`config.mk`:
```
export PLATFORM = sky130hd
export DESIGN_NAME = pic_exec_unit
export DESIGN_NICKNAME = d
export VERILOG_FILES = /design/src/rtl/pic_exec_unit.sv
export SDC_FILE = /design/constraint.sdc
export NUM_CORES = 1
export LEC_CHECK = 0
export BUFFER_PORTS_ARGS = -buffer_cell sky130_fd_sc_hd__buf_2
export CAP_MARGIN = 20
export CORE_MARGIN = 1.5
export CORE_UTILIZATION = 40
export DETAILED_ROUTE_END_ITERATION = 7
export SLEW_MARGIN = 5
export SYNTH_ARGS = -nofsm -noshare
export SYNTH_HDL_FRONTEND = slang
export SYNTH_SLANG_ARGS = --single-unit
export TNS_END_PERCENT = 50
```
`constraint.sdc`:
```
create_clock -name clk -period 4 [get_ports clk]
set_input_delay 0.2 -clock clk [delete_from_list [all_inputs] [get_ports clk]]
set_output_delay 0.2 -clock clk [all_outputs]
set_load 0.05 [all_outputs]
```
`src/rtl/pic_exec_unit.sv`:
```
// rtl/pic_exec_unit.sv - PIC10F200-class execute stage (W, STATUS, file regs, skip); LITERAL_OPS_EN adds literal ops
// Three-state IDLE/EXEC/WB sequencer; one instruction retired every three cycles.
module pic_exec_unit #(
    parameter int DATA_W     = 8,
    parameter int FILE_DEPTH = 32
) (
    input  logic              clk,
    input  logic              rst,
    input  logic              in_valid,
    output logic              in_ready,
    input  logic [11:0]       opcode,
    output logic              done,
    output logic              skip,
    output logic              illegal,
    output logic [DATA_W-1:0] w_reg,
    output logic [2:0]        status,
    input  logic [4:0]        dbg_addr,
    output logic [DATA_W-1:0] dbg_data
);
    localparam int H = DATA_W / 2;

    typedef enum logic [1:0] {IDLE, EXEC, WB} state_t;

    state_t            state;
    logic [11:0]       op_q;
    logic [DATA_W-1:0] file_mem [FILE_DEPTH];
    logic [DATA_W-1:0] res_c, res_q, fv;
    logic [2:0]        stat_c, stat_q;
    logic              wr_w_c, wr_f_c, skip_c, ill_c, z_en;
    logic              wr_w_q, wr_f_q, skip_q, ill_q;
    logic [5:0]        op6;
    logic              d;
    logic [4:0]        fld;
    logic              f_ok;
    logic [DATA_W:0]   add_full, sub_full;
    logic [H:0]        add_lo, sub_lo;

    assign op6      = op_q[11:6];
    assign d        = op_q[5];
    assign fld      = op_q[4:0];
    assign f_ok     = ({27'd0, fld} < FILE_DEPTH);
    assign fv       = f_ok ? file_mem[fld] : '0;
    assign dbg_data = ({27'd0, dbg_addr} < FILE_DEPTH) ? file_mem[dbg_addr] : '0;

    // SUB carry bits are inverted borrows: 1 means f >= W
    assign add_full = {1'b0, fv} + {1'b0, w_reg};
    assign sub_full = {1'b0, fv} - {1'b0, w_reg};
    assign add_lo   = {1'b0, fv[H-1:0]} + {1'b0, w_reg[H-1:0]};
    assign sub_lo   = {1'b0, fv[H-1:0]} - {1'b0, w_reg[H-1:0]};

`ifdef LITERAL_OPS_EN
    logic [DATA_W-1:0] k;
    assign k = DATA_W'(op_q[7:0]);
`endif

    always_comb begin
        res_c  = '0;
        stat_c = status;
        wr_w_c = 1'b0;
        wr_f_c = 1'b0;
        skip_c = 1'b0;
        ill_c  = 1'b0;
        z_en   = 1'b0;
        casez (op6)
            6'b000000: begin
                if (d) begin
                    res_c  = w_reg;
                    wr_f_c = 1'b1;
                end else if (fld != 5'd0) begin
                    ill_c = 1'b1;
                end
            end
            6'b000001: begin
                if (d || fld == 5'd0) begin
                    z_en   = 1'b1;
                    wr_f_c = d;
                    wr_w_c = !d;
                end else begin
                    ill_c = 1'b1;
                end
            end
            6'b000010: begin
                res_c     = sub_full[DATA_W-1:0];
                stat_c[0] = ~sub_full[DATA_W];
                stat_c[1] = ~sub_lo[H];
                z_en      = 1'b1;
            end
            6'b000011: begin res_c = fv - DATA_W'(1); z_en = 1'b1; end
            6'b000100: begin res_c = fv | w_reg;      z_en = 1'b1; end
            6'b000101: begin res_c = fv & w_reg;      z_en = 1'b1; end
            6'b000110: begin res_c = fv ^ w_reg;      z_en = 1'b1; end
            6'b000111: begin
                res_c     = add_full[DATA_W-1:0];
                stat_c[0] = add_full[DATA_W];
                stat_c[1] = add_lo[H];
                z_en      = 1'b1;
            end
            6'b001000: begin res_c = fv;              z_en = 1'b1; end
            6'b001001: begin res_c = ~fv;             z_en = 1'b1; end
            6'b001010: begin res_c = fv + DATA_W'(1); z_en = 1'b1; end
            6'b001011: begin
                res_c  = fv - DATA_W'(1);
                skip_c = (res_c == '0);
            end
            6'b001100: begin
                res_c     = {status[0], fv[DATA_W-1:1]};
                stat_c[0] = fv[0];
            end
            6'b001101: begin
                res_c     = {fv[DATA_W-2:0], status[0]};
                stat_c[0] = fv[DATA_W-1];
            end
            6'b001110: res_c = {fv[H-1:0], fv[DATA_W-1:H]};
            6'b001111: begin
                res_c  = fv + DATA_W'(1);
                skip_c = (res_c == '0);
            end
`ifdef LITERAL_OPS_EN
            6'b1100??: begin res_c = k;         wr_w_c = 1'b1; end
            6'b1101??: begin res_c = k | w_reg; wr_w_c = 1'b1; z_en = 1'b1; end
            6'b1110??: begin res_c = k & w_reg; wr_w_c = 1'b1; z_en = 1'b1; end
            6'b1111??: begin res_c = k ^ w_reg; wr_w_c = 1'b1; z_en = 1'b1; end
`endif
            default: ill_c = 1'b1;
        endcase
        // byte-oriented ops 0x02..0x0F steer the result by the d bit
        if (op6[5:4] == 2'b00 && op6[3:1] != 3'b000) begin
            wr_f_c = d;
            wr_w_c = !d;
        end
        if (z_en)
            stat_c[2] = (res_c == '0);
    end

    always_ff @(posedge clk) begin
        if (rst) begin
            state    <= IDLE;
            in_ready <= 1'b0;
            done     <= 1'b0;
            skip     <= 1'b0;
            illegal  <= 1'b0;
            w_reg    <= '0;
            status   <= '0;
            op_q     <= '0;
            res_q    <= '0;
            stat_q   <= '0;
            wr_w_q   <= 1'b0;
            wr_f_q   <= 1'b0;
            skip_q   <= 1'b0;
            ill_q    <= 1'b0;
            for (int i = 0; i < FILE_DEPTH; i++)
                file_mem[i] <= '0;
        end else begin
            done    <= 1'b0;
            skip    <= 1'b0;
            illegal <= 1'b0;
            case (state)
                IDLE: begin
                    in_ready <= 1'b1;
                    if (in_ready && in_valid) begin
                        op_q     <= opcode;
                        in_ready <= 1'b0;
                        state    <= EXEC;
                    end
                end
                EXEC: begin
                    res_q  <= res_c;
                    stat_q <= stat_c;
                    wr_w_q <= wr_w_c;
                    wr_f_q <= wr_f_c;
                    skip_q <= skip_c;
                    ill_q  <= ill_c;
                    state  <= WB;
                end
                WB: begin
                    if (wr_w_q)
                        w_reg <= res_q;
                    if (wr_f_q && f_ok)
                        file_mem[fld] <= res_q;
                    status   <= stat_q;
                    done     <= 1'b1;
                    skip     <= skip_q;
                    illegal  <= ill_q;
                    in_ready <= 1'b1;
                    state    <= IDLE;
                end
                default: state <= IDLE;
            endcase
        end
    end
endmodule
```
; Word level (Yosys, flattened, before mapping)
; Memory sizes are Yosys's and may differ from the RTL's. A register that Yosys moved wholly into a read port is not among the register bits.
; Index checks and enable logic that the tools add are counted.
[totals]
ff_bits = 44
ramBits = 256
inputBits = 20
out_inout_bits = 23
n_memories = 1
[mem_list]
columns = name, depth, word_bits, rd, rd_clocked_by_memory_dff, wr, line
row1 = file_mem, 32, 8, 2, 1, 32, 26  ; logic [DATA_W-1:0] file_mem [FILE_DEPTH];
[op_classes]
n_addsub = 6
eq_ne = 18
muxes = 35
n_bitwise = 7
reduce_logical = 22
[ops]
columns = op, n
row1 = one-hot mux 8 bit (13 select lines), 1
row2 = "== test 6 x 4 -> 1 bit, second input constant", 8
row3 = "== test 6 x 3 -> 1 bit, second input constant", 4
row4 = zero test 8 bit, 3
row5 = two-way mux 1 bit, 20
row6 = two-way mux 8 bit, 2
row7 = two-way mux 5 bit, 3
row8 = OR reduction 14 bit, 1
row9 = "== test 6 x 2 -> 1 bit, second input constant", 2
row10 = one-hot mux 1 bit (2 select lines), 5
row11 = adder 8 x 8 -> 9 bit, 1
row12 = OR reduction 9 bit, 1
row13 = subtractor 8 x 8 -> 9 bit, 1
row14 = "adder 8 x 1 -> 8 bit, second input constant", 1
row15 = bitwise AND 8 bit, 1
row16 = inverter 8 bit, 1
row17 = OR 8 bit, 1
row18 = OR reduction 8 bit, 1
row19 = "subtractor 8 x 1 -> 8 bit, second input constant", 1
row20 = XOR 8 bit, 1
row21 = "== test 6 x 1 -> 1 bit, second input constant", 1
row22 = zero test 6 bit, 1
row23 = OR reduction 2 bit, 3
row24 = adder 4 x 4 -> 5 bit, 1
row25 = other kinds (18), 23

; Longest topological paths before layout
[logic_depth]
depth_word = 6
mapped_depth = 21

; Worst setup path after synthesis
; Ideal clock, no wire load.
[synth_timing]
path_kind = flip-flop to flip-flop
from = register with a tool-made name
to = register stat_q[2]
setup_ns = 0.096
arrival_ns = 4.270
required_time_ns = 3.904
setup_slack_ns = -0.366
stages_incl_launch_ff = 19
period_less_slack_ns = 4.366
cell_sequence = dfxtp_1 > buf_6 > buf_12 > buf_6 > mux4_2 > mux4_2 > mux2i_4 > inv_2 > ha_1 > inv_1 > fa_1 > o21bai_1 > a21o_1 > a21o_1 > a21o_1 > a221oi_1 > o21ai_1 > or3_1 > o41ai_2
[synth_lines]
columns = item, line
row1 = to (signal assigned), 168  ; stat_q <= stat_c;
row2 = to (decl), 28  ; logic [2:0] stat_c, stat_q;

==> summary.txt <==
status -> finished with violations
failing checks -> negative setup slack
syn_nets -> 1,410
CTS buffer count -> 36
Gate power share -> 14.9%
detailed-route DRC error count -> 0
f_max -> 234 MHz
type of the tightest min-delay check -> in2reg
post-synth top area share -> 43.9%
Clock Latency Late Sink -> 550 ps
Worst Hold Launch -> in_valid
critical path arrival -> 4720 ps
Most used DFF post-synth -> edfxtp_1
Sw Pwr -> 2.12 mW
Hold Path Depth -> 3
Ys Warns -> 0
Post-Route Skew -> 14.7 ps
leakage -> 7.48 nW
DIE HEIGHT -> 212 um
Setup Viol. Count Final -> 4
DR iter-0 viols -> 1,023
count leader, synth -> and2_1
post-layout min period -> 4280 ps
GPL Wtd Cong -> 0.920
cell taking the most area after synthesis -> edfxtp_1
CP endpoint kind -> flop
GRT Total Usage -> 23.3%
first-pass GRT wire length -> 77,000 um
CP Launch Type -> flop
Avg Inst Size Synth -> 12.9 um2
multi-input logic area -> 8410 um2
Largest regs -> file_mem (256), op_q (12)
core box area -> 43,200 um2
DP Worst Slack -> -284 ps
# fillers -> 3,799
Core Rows -> 76
non-filler cells, final -> 2,103
Max clock buf depth -> 3
Yosys reg bits -> 305
async set-reset flop share out of synthesis -> 0%
post-DR wirelength/cell -> 24.1 um
Die X -> 212 um
Clk pwr share -> 41.0%
Slew headroom -> 38.6%
Unique masters post-synth -> 69
H-tree Lvls -> 2
Critical Path RT -> 4440 ps
R2R Setup Slk -> -280 ps
synth top area cells -> edfxtp_1 (44%), mux4_2 (20%), and2_1 (9.3%)
post-synthesis sequential area ratio -> 49.5%
post-route ant nets -> 0
critical setup path kind -> reg2reg
worst vdd ir -> 0.000265 V
Max Cap Viol -> 0
Syn-to-layout area delta -> 18.0%
Largest Register -> file_mem
Reg2Reg Depth -> 15
Switching Share -> 25.8%
worst slew pin tran -> 921 ps
Final HPWL DP -> 36,600 um
Initial DRT Pass Iterations -> 5
placed instance count -> 2,011
Worst Path Max Fanout -> 7
die area -> 45,100 um2
largest net degree at the start of global routing -> 60
EDFF count, synth -> 256
RSZ-0062 raised after global routing -> yes
vias in the first global route -> 12,054
Post-synth top cells -> and2_1 (260), edfxtp_1 (256), mux4_2 (154), nor2_1 (83), nand2_1 (72)
Initial Util -> 40.6%
Fin. Hold Viols -> 0
CTS sink count -> 305
# diodes -> 0
share of cells above drive strength 1 -> 29.9%
register clock-pin slew on the reported worst setup and hold paths -> 60 ps
antenna violations before repair -> 0
Sequential Power Share -> 44.0%
Max Transition Viols Final -> 0
Seq. cell area -> 8680 um2
Synth Instances -> 1,354
fin nets -> 1,546
root buf cell -> clkbuf_16
P_int -> 6.10 mW
Power per Cell Area -> 398 nW/um2
Syn Std Cell Area -> 17,500 um2
FF-to-FF End -> stat_q[2]
number of flip-flops under the largest register name -> 256
grt ovf -> 0
vias per cell -> 5.70
Buffers on Ports -> 42
min setup slack post-route -> -282 ps
Vias -> 11,994
Worst Hold Path EP -> in_ready
TritonCTS clock tree -> yes
I/O Pins -> 43
drt total wl -> 50,600 um
Tcrit/Tclk final -> 107%
through the flow:
step	hold slack [ps]	instance area, um2	TNS [ps]	util (%)	power, mW
5_1_grt	145	20700	-1890	47.9	8.49
4_1_cts	115	20700	-619	47.9	8.27
3_3_place_gp	442	19200	-270	44.4	4.84
3_5_place_dp	449	19200	-612	44.4	4.85
2_1_floorplan	336	17600	-154	-	4.38
6_report	138	20700	-534	47.9	8.22
cell families (layout without fill, tap and decap cells):
logic type / after synthesis / in the layout / synth area share, %
simple gates: 504 / 504 / 15.7
flops: 305 / 305 / 49.5
mux: 184 / 184 / 21.8
compound gates: 176 / 176 / 6.31
buf+inv: 133 / 297 / 3.25
fa+ha+maj: 36 / 36 / 2.66
xor+xnor: 16 / 16 / 0.800
power by group through the flow:
stage / Sequential (mW) / Combinational [mW] / Clock [mW]
6_report: 3.62 / 1.23 / 3.38
5_1_grt: 3.63 / 1.31 / 3.55
3_3_place_gp: 3.68 / 1.16 / 0
2_1_floorplan: 3.65 / 0.737 / 0
4_1_cts: 3.62 / 1.22 / 3.43
3_5_place_dp: 3.68 / 1.17 / 0
cells in the final DEF, fill, tap and decap left out, types with 4 or more instances in the layout:
cell           Yosys  routed
a21oi_2            0       6
nand3_1           29      29
clkinv_1           0       5
o211ai_1           5       5
inv_1             25      21
nor4_1             5       5
a221oi_1           6       4
ha_1              34      29
a211oi_1           9       6
mux2i_1           18      18
nor2b_1            7       7
o21bai_1           7       6
and3_1             8       8
or3_1              5       5
a21oi_1           50      44
xor2_1             5       4
buf_4              2     137
o21ai_0           55      50
dlygate4sd3_1      0      13
a22oi_1            6       6
and2_1           260     260
xnor2_1           11      11
nor3_1            14      13
bufinv_16          0       4
clkbuf_1          68       7
nor2_1            83      83
inv_2              5       9
clkbuf_16          0      38
dfxtp_1           49      45
buf_12             1       8
mux4_2           154     154
nand2_1           72      72
edfxtp_1         256     256
buf_2              7      41
o21ai_1            1       4
a222oi_1           4       4
clkinv_2           0       6
a21o_1             5       5
mux2_2             8       8
what timing repair did:
item,in CTS,in global routing
gates cloned,2,0
gates resized for setup,13,13
hold buffers,13,0
hold endpoints to repair,18,0
setup endpoints to repair,6,8
pin swaps,7,4
buffers inserted,12,1
worst max path at each step:
stage | startpoint | end | slack, ps | depth (start not counted)
finish | flop | stat_q[2] | -280 | 15
detailed placement | flop | stat_q[2] | -280 | 16
floorplan | flop | stat_q[2] | -150 | 18
CTS | flop | stat_q[2] | -270 | 17
global route | flop | stat_q[2] | -470 | 16
global placement | flop | stat_q[2] | -180 | 17
layout make-up:
type / instances / share of cell area (%)
Inverter: 30 / 0.544
Tap cell: 585 / 3.54
Multi-Input combinational cell: 916 / 40.7
Timing Repair Buffer: 201 / 7.50
Sequential cell: 305 / 41.9
Clock buffer: 45 / 4.72
Clock inverter: 21 / 1.09
layer usage:
metal	GRT usage, %	vias up	routed length, um
met3	3.32	83	2740
li1	-	5378	-
met1	31.2	6107	21500
met2	38.4	426	24300
met4	9.22	0	2030
met5	0	-	0
critical path: stages, from the launching register on:
cell,delay (ps)
dfxtp_4,410
buf_12,150
buf_12,130
mux4_2,560
mux4_2,580
mux2i_4,230
inv_2,60
ha_1,310
a21o_1,200
a21oi_2,190
o21ai_2,80
xor2_1,150
a211oi_1,220
o21ai_1,110
or4_4,440
o41ai_2,350
(Power assumes the default switching activity.)
